<file path="config.mk">
export PLATFORM = sky130hd
export DESIGN_NAME = alu_pipe
export DESIGN_NICKNAME = d
export VERILOG_FILES = /design/src/rtl/alu_pipe.sv
export SDC_FILE = /design/constraint.sdc
export NUM_CORES = 1
export LEC_CHECK = 0
export CORE_MARGIN = 2
export CORE_UTILIZATION = 50
export CTS_CLUSTER_DIAMETER = 200
export DETAILED_ROUTE_END_ITERATION = 6
export PLACE_DENSITY = 0.69
export SLEW_MARGIN = 25
export SYNTH_ARGS = -nofsm -noshare
export SYNTH_HDL_FRONTEND = slang
export SYNTH_SLANG_ARGS = --single-unit
</file>
<file path="constraint.sdc">
create_clock -name clk -period 2.71 [get_ports clk]
set_input_delay 0.4065 -clock clk [delete_from_list [all_inputs] [get_ports clk]]
set_output_delay 0.4065 -clock clk [all_outputs]
set_load 0.05 [all_outputs]
</file>
<file path="src/rtl/alu_pipe.sv">
// alu_pipe: two-stage pipelined integer ALU with valid/hart-id sideband.
// Stage 1 computes arithmetic, compare, logic, byte-case conversion and the
// coarse (multiple-of-4) part of the shift; stage 2 finishes the shift,
// selects the result by op and registers it together with a zero flag.

package alu_pipe_pkg;

    localparam int ALUOP_WIDTH = 4;

    typedef logic [ALUOP_WIDTH-1:0] aluop_t;

    // Encoding 0 is deliberately left unused: the decoder's default output
    // must read as an unknown op and produce a zero result.
    localparam aluop_t ADD_OP     = 4'd1;
    localparam aluop_t SUB_OP     = 4'd2;
    localparam aluop_t SLL_OP     = 4'd3;
    localparam aluop_t SLT_OP     = 4'd4;
    localparam aluop_t SLTU_OP    = 4'd5;
    localparam aluop_t XOR_OP     = 4'd6;
    localparam aluop_t SRL_OP     = 4'd7;
    localparam aluop_t SRA_OP     = 4'd8;
    localparam aluop_t OR_OP      = 4'd9;
    localparam aluop_t AND_OP     = 4'd10;
    localparam aluop_t PASS_OP    = 4'd11;
    localparam aluop_t LOTOUPC_OP = 4'd12;

endpackage

module alu_pipe
    import alu_pipe_pkg::*;
#(
    parameter int XLEN   = 32,
    parameter int HART_W = 4
) (
    input  logic                   clk,
    input  logic                   reset_n,
    input  logic                   i_valid,
    input  logic [ALUOP_WIDTH-1:0] i_ALUOp,
    input  logic [XLEN-1:0]        i_op_a,
    input  logic [XLEN-1:0]        i_op_b,
    input  logic [HART_W-1:0]      i_hart_id,
    input  logic                   i_flush,
    output logic                   o_valid,
    output logic [XLEN-1:0]        o_result,
    output logic [HART_W-1:0]      o_hart_id,
    output logic                   o_zero
);

    // Everything stage 1 hands to stage 2 except the valid bit, which is
    // kept apart because it is the only thing flush is allowed to touch.
    typedef struct packed {
        aluop_t            op;
        logic [HART_W-1:0] hart;
        logic [XLEN-1:0]   add_r;
        logic [XLEN-1:0]   sub_r;
        logic              lt_s;
        logic              lt_u;
        logic [XLEN-1:0]   xor_r;
        logic [XLEN-1:0]   or_r;
        logic [XLEN-1:0]   and_r;
        logic [XLEN-1:0]   shift_r;   // A shifted by shamt[4:2]*4
        logic [1:0]        fine_amt;  // remaining shamt[1:0] for stage 2
        logic [XLEN-1:0]   upc_r;
        logic [XLEN-1:0]   pass_r;
    } s1_t;

    s1_t               s1_d, s1_q;
    logic              valid1_d, valid1_q;

    logic              valid2_d, valid2_q;
    logic [HART_W-1:0] hart2_d, hart2_q;
    logic [XLEN-1:0]   result2_d, result2_q;
    logic              zero2_d, zero2_q;

    logic [4:0]        shamt;
    logic [4:0]        coarse_amt;
    logic [XLEN-1:0]   fine_shift;

    assign shamt      = i_op_b[4:0];
    assign coarse_amt = {shamt[4:2], 2'b00};

    // Stage 1 datapath: partial results and the coarse shift step.
    always_comb begin
        // NOTE: every field gets a value before any branch, so no path can leave one unassigned and infer a latch.
        s1_d          = '0;
        s1_d.op       = i_ALUOp;
        s1_d.hart     = i_hart_id;
        s1_d.add_r    = i_op_a + i_op_b;
        s1_d.sub_r    = i_op_a - i_op_b;
        s1_d.lt_s     = $signed(i_op_a) < $signed(i_op_b);
        s1_d.lt_u     = i_op_a < i_op_b;
        s1_d.xor_r    = i_op_a ^ i_op_b;
        s1_d.or_r     = i_op_a | i_op_b;
        s1_d.and_r    = i_op_a & i_op_b;
        s1_d.pass_r   = i_op_b;
        s1_d.fine_amt = shamt[1:0];

        // Direction and fill are chosen here so stage 2 keeps going the same way.
        case (i_ALUOp)
            SLL_OP:  s1_d.shift_r = i_op_a << coarse_amt;
            SRA_OP:  s1_d.shift_r = $signed(i_op_a) >>> coarse_amt;
            default: s1_d.shift_r = i_op_a >> coarse_amt;
        endcase

        // Lower-case ASCII letters lose bit 5; every other byte passes through.
        for (int i = 0; i < XLEN / 8; i++) begin
            if (i_op_a[8*i +: 8] >= 8'h61 && i_op_a[8*i +: 8] <= 8'h7A) begin
                s1_d.upc_r[8*i +: 8] = i_op_a[8*i +: 8] - 8'h20;
            end else begin
                s1_d.upc_r[8*i +: 8] = i_op_a[8*i +: 8];
            end
        end
    end

    // A flush kills the op being presented as well as the one already in stage 1.
    assign valid1_d = i_valid & ~i_flush;
    assign valid2_d = valid1_q & ~i_flush;

    // Stage 1 register: data every cycle, valid gated by flush.
    always_ff @(posedge clk or negedge reset_n) begin
        if (!reset_n) begin
            // NOTE: the data registers are reset too, because o_result and o_hart_id must read zero out of reset.
            s1_q     <= '0;
            valid1_q <= 1'b0;
        end else begin
            // NOTE: non-blocking assignments so every register samples pre-edge values and the two stages cannot race.
            s1_q     <= s1_d;
            valid1_q <= valid1_d;
        end
    end

    // Stage 2 datapath: fine shift, result select and zero flag.
    always_comb begin
        case (s1_q.op)
            SLL_OP:  fine_shift = s1_q.shift_r << s1_q.fine_amt;
            SRA_OP:  fine_shift = $signed(s1_q.shift_r) >>> s1_q.fine_amt;
            default: fine_shift = s1_q.shift_r >> s1_q.fine_amt;
        endcase

        result2_d = '0;
        case (s1_q.op)
            ADD_OP:     result2_d = s1_q.add_r;
            SUB_OP:     result2_d = s1_q.sub_r;
            SLL_OP:     result2_d = fine_shift;
            SRL_OP:     result2_d = fine_shift;
            SRA_OP:     result2_d = fine_shift;
            SLT_OP:     result2_d = {{(XLEN-1){1'b0}}, s1_q.lt_s};
            SLTU_OP:    result2_d = {{(XLEN-1){1'b0}}, s1_q.lt_u};
            XOR_OP:     result2_d = s1_q.xor_r;
            OR_OP:      result2_d = s1_q.or_r;
            AND_OP:     result2_d = s1_q.and_r;
            PASS_OP:    result2_d = s1_q.pass_r;
            LOTOUPC_OP: result2_d = s1_q.upc_r;
            default:    result2_d = '0;
        endcase

        hart2_d = s1_q.hart;
        // The zero flag is qualified so a flushed or empty slot never reports zero.
        zero2_d = valid2_d & (result2_d == '0);
    end

    // Stage 2 register: the output stage.
    always_ff @(posedge clk or negedge reset_n) begin
        if (!reset_n) begin
            valid2_q  <= 1'b0;
            hart2_q   <= '0;
            result2_q <= '0;
            zero2_q   <= 1'b0;
        end else begin
            valid2_q  <= valid2_d;
            hart2_q   <= hart2_d;
            result2_q <= result2_d;
            zero2_q   <= zero2_d;
        end
    end

    assign o_valid   = valid2_q;
    assign o_result  = result2_q;
    assign o_hart_id = hart2_q;
    assign o_zero    = zero2_q;

endmodule

</file>
==> run summary <==
The run finished, with violations left. The checks that failed: design-rule violations, negative setup slack. Global-route track usage on met2: 56.34%. Setup violations remaining at the end of the flow were counted as 3. Synthesis inferred 303 register bits. The met3 routing resource usage after global routing was 5.904%. Setup repair after global routing could not meet its margin everywhere. The total count of max-transition violations in the final report was 0. In the synthesized netlist the async set-or-reset flop fraction comes to 100.0%. The cell area reported after detailed placement is 21870 µm². Traced cell by cell, the critical path runs through buf_4 > buf_4 > nor3_1 > buf_4 > nor2_1 > buf_4 > a211oi_1 > nand4b_1 > nor4_2 > nand4_1 > buf_6 > nor4b_4. The class of the worst hold path was primary input to flip-flop. For the pin with the worst max-slew slack, the measured transition is 1.039 ns. For this design the ratio of total power to cell area is 561.9 nW/µm². After floorplanning, the core was divided into 67 placement rows.

Max-cap check violation count: 0. For the number of standard cells after synthesis, the log shows 1633. The count of distinct cell types in the synthesized netlist came out at 79. Vias per cell: 5.992. The logs give 3.49 ns for the arrival time at the worst endpoint and 44.69% for the sequential fraction of the synthesis area. The critical setup path kind is flip-flop to flip-flop. The repair_antennas step left the layout with diodes totalling 0. The fraction of the cycle the final worst path needs works out to 112.1%.

Between clock sinks in the finished design, the worst skew comes to 0.02064 ns. At the placement stage, the worst setup path has a slack of -0.9563 ns. The number of nets in the layout was 2354; the total of buffers placed on input and output ports was 113. Yosys attributes the largest share of cell area to sky130_fd_sc_hd__dfrtp_1 45%, sky130_fd_sc_hd__ha_1 7.4%, sky130_fd_sc_hd__mux4_2 4.8%. TritonCTS created 31 clock buffers. The tools report the number of antenna violations at the first check in global routing as 0. The achievable frequency was 329.1 MHz; the starting density of the core was 50.72%.

The tools report the leakage power total as 11.00 nW. The average instance area after synthesis was 10.39 µm²; the DRC violation count after routing was 1. The run gives 1778 as the iteration-0 DRC count of the detailed router. Global routing consumed, on the met1 layer, 48.52% of the routing resources. The layer flagged by global routing as most heavily used is met2.

Summing all non-filler instances in the final layout gives an area of 24060 µm². The total area inside the core boundary comes to 33450 µm². On the worst path, the slowest cell contributes a delay of 0.82 ns.

The top cell types in the final layout, fill and taps aside, are 456 x sky130_fd_sc_hd__buf_4, 300 x sky130_fd_sc_hd__dfrtp_1, 126 x sky130_fd_sc_hd__nor2_1, 116 x sky130_fd_sc_hd__inv_1, 103 x sky130_fd_sc_hd__a21oi_1. For this design, the slowest cell found on the critical path is sky130_fd_sc_hd__a211oi_1. In the global route stage, overall resource usage came out at 34.97%. The synthesis warning total was 0. In this run the cell area of the synthesized design comes to 16970 µm². The number of synthesized flops with an enable pin is 0, and the full die area is 35420 µm².

TritonCTS built the clock tree. The sum of negative setup slack came out at -0.4770 ns. The worst setup path is launched from a flip-flop.

Summed over all layers, the routed wires come to 63.17 mm. The number of failing hold endpoints at the final stage was 0; the buffers plus inverters on the worst setup path was 5. The area growth from synthesis to final layout came out at 41.83%. Data required time of the worst path: 3.16 ns. The kind of cell with the highest combined delay along the critical path is simple AND/OR/NAND/NOR gates. Of all nets on the critical path, the largest fanout is 8. The total I/O pin count came out at 114. The minimum clock period after layout is 3.038 ns, and the wire length of the first global-routing pass is 93.97 mm.

The routability-driven placement congestion ratio is 0.9891, and the chip height is 188.2 µm. Measured along the x axis, the die boundary spans 188.2 µm. The pre-antenna-repair detailed-routing pass consisted of 7 iterations. The post-CTS clock slew at the launch and capture registers of the worst setup and hold paths was 0.06 ns.

The biggest area contributor in the post-synthesis netlist is sky130_fd_sc_hd__dfrtp_1. Entering global routing, the biggest net connects 78 pins. The later pin in the worst-skew pair is clocked with a latency of 0.58 ns.

When the netlist entered floorplanning its net count stood at 1811. Among all flip-flop cells after synthesis, the most frequent one is sky130_fd_sc_hd__dfrtp_1. The worst setup path is captured at a flip-flop. VDD sags by at most 0.4928 mV. The worst slew margin relative to its limit was 30.34%; the total congestion overflow was 0. In this run the clock root is driven by a sky130_fd_sc_hd__clkbuf_16. The count of nets left with antenna violations once routing finished came out at 0. The number of global-route vias before repair is 15.63k. Cells with a size suffix above 1 make up 33.06% of the layout. The tools report the maximum number of buffers from clock root to sink as 3. The via count is 15.86k, and the routed wire length per instance is 23.86 µm. The final critical-path setup slack is -0.3284 ns. The commonest non-fill, non-tap cell in the layout was sky130_fd_sc_hd__buf_4. The share of the synthesized area in the top cell type is 44.69%.

Detailed placement ended at an HPWL of 47.44 mm. By instance count, the cell type seen most on the critical path is sky130_fd_sc_hd__buf_4. The H-tree depth came out at 1. For this design, the sink count on the clock tree is 303.
synthesized netlist by cell type, types with 13 or more instances:
master,count
sky130_fd_sc_hd__dfrtp_1,303
sky130_fd_sc_hd__inv_1,131
sky130_fd_sc_hd__nor2_1,127
sky130_fd_sc_hd__a21oi_1,108
sky130_fd_sc_hd__ha_1,100
sky130_fd_sc_hd__nand2_1,93
sky130_fd_sc_hd__o21ai_0,72
sky130_fd_sc_hd__a22oi_1,69
sky130_fd_sc_hd__clkbuf_1,60
sky130_fd_sc_hd__mux2i_1,45
sky130_fd_sc_hd__xnor2_1,39
sky130_fd_sc_hd__mux4_2,36
sky130_fd_sc_hd__a222oi_1,29
sky130_fd_sc_hd__buf_2,28
sky130_fd_sc_hd__o211ai_1,27
sky130_fd_sc_hd__nand3_1,23
sky130_fd_sc_hd__a211oi_1,22
sky130_fd_sc_hd__a31oi_1,22
sky130_fd_sc_hd__nor3_1,20
sky130_fd_sc_hd__nand4_1,18
sky130_fd_sc_hd__xor2_1,17
sky130_fd_sc_hd__nand2b_1,15
sky130_fd_sc_hd__a221oi_1,13
sky130_fd_sc_hd__nor4_1,13
layout make-up:
class	count	area (µm²)
Inverter	133	500.5
Clock inverter	18	250.2
Multi-Input combinational cell	1086	8979
Tap cell	448	560.5
Clock buffer	38	832.0
Timing Repair Buffer	621	5354
Sequential cell	303	7586
Fill cell	2368	9387
power by group:
part | internal (W) | switching (W)
clock | 0.00267 | 0.00185
combinational | 0.00172 | 0.00205
sequential | 0.00500 | 0.000227
total | 0.00939 | 0.00413
flip-flops by register name (all words and copies together) (netlist names):
| signal | count |
|---|---|
| s1_q | 260 |
| o_valid | 1 |
| o_zero | 1 |
| o_hart_id | 4 |
| hart2_d | 4 |
| valid1_q | 1 |
| o_result | 32 |
worst reg2reg max path, cell delays in order, from the launching register on:
cell and delay (ns):
sky130_fd_sc_hd__dfrtp_2 0.42, sky130_fd_sc_hd__buf_4 0.14, sky130_fd_sc_hd__buf_4 0.14, sky130_fd_sc_hd__nor3_1 0.27, sky130_fd_sc_hd__buf_4 0.19, sky130_fd_sc_hd__nor2_1 0.05
sky130_fd_sc_hd__buf_4 0.20, sky130_fd_sc_hd__a211oi_1 0.83, sky130_fd_sc_hd__nand4b_1 0.30, sky130_fd_sc_hd__nor4_2 0.08, sky130_fd_sc_hd__nand4_1 0.12, sky130_fd_sc_hd__buf_6 0.15
sky130_fd_sc_hd__nor4b_4 0.05
worst paths after layout:
| kind | from | end | slack, ns | cells after the start |
|---|---|---|---|---|
| max in group asynchronous | reset_n | s1_q[0]$_DFF_PN0_ | 1.57 | 3 |
| min in group asynchronous | reset_n | s1_q[154]$_DFF_PN0_ | 0.36 | 2 |
| setup / recovery | s1_q[265]$_DFF_PN0_ | o_zero$_DFF_PN0_ | -0.33 | 12 |
| setup reg to reg | s1_q[265]$_DFF_PN0_ | o_zero$_DFF_PN0_ | -0.33 | 12 |
| hold / removal | i_op_a[3] | s1_q[35]$_DFF_PN0_ | 0.07 | 1 |
| hold reg to reg | hart2_d[1]$_DFF_PN0_ | o_hart_id[1]$_DFF_PN0_ | 0.35 | 0 |
routing by layer:
layer  share of wire, %  wire (µm)  up-vias
li1                   -          -     7035
met4                3.5       2224        0
met3                9.5       6021      134
met5                  0          0        -
met1                 40      25230     7823
met2                 47      29690      868
metrics by stage:
step                hold slack [ns]  std cells  power [W]  utilization [%]
detailed placement           0.3347       2538   0.008683            65.38
global placement             0.3324       2538   0.008621            65.38
global route                0.06359       2647    0.01398            71.94
CTS                          0.2081       2609    0.01328            69.78
floorplan                    0.1109       1633   0.006915                -
finish                      0.06858       2647    0.01352            71.94
repair_timing:
| action | CTS | global route |
|---|---|---|
| gates resized for setup | 63 | 100 |
| pin swaps | 23 | 37 |
| setup endpoints to repair | 27 | 28 |
| hold buffers | 2 | 0 |
| gates cloned | 0 | 1 |
| endpoints found under the hold margin | 51 | 0 |
| buffers inserted | 13 | 40 |
cell families (layout without fill, tap and decap cells):
family / Yosys count / after routing / synth area share [%]
flops: 303 / 303 / 44.69
fa+ha+maj: 102 / 102 / 7.611
xor+xnor: 56 / 56 / 2.891
simple gates: 376 / 376 / 10.80
buf+inv: 244 / 810 / 6.350
mux: 101 / 101 / 9.470
compound gates: 451 / 451 / 18.19
Power figures use the tool's default switching activity.
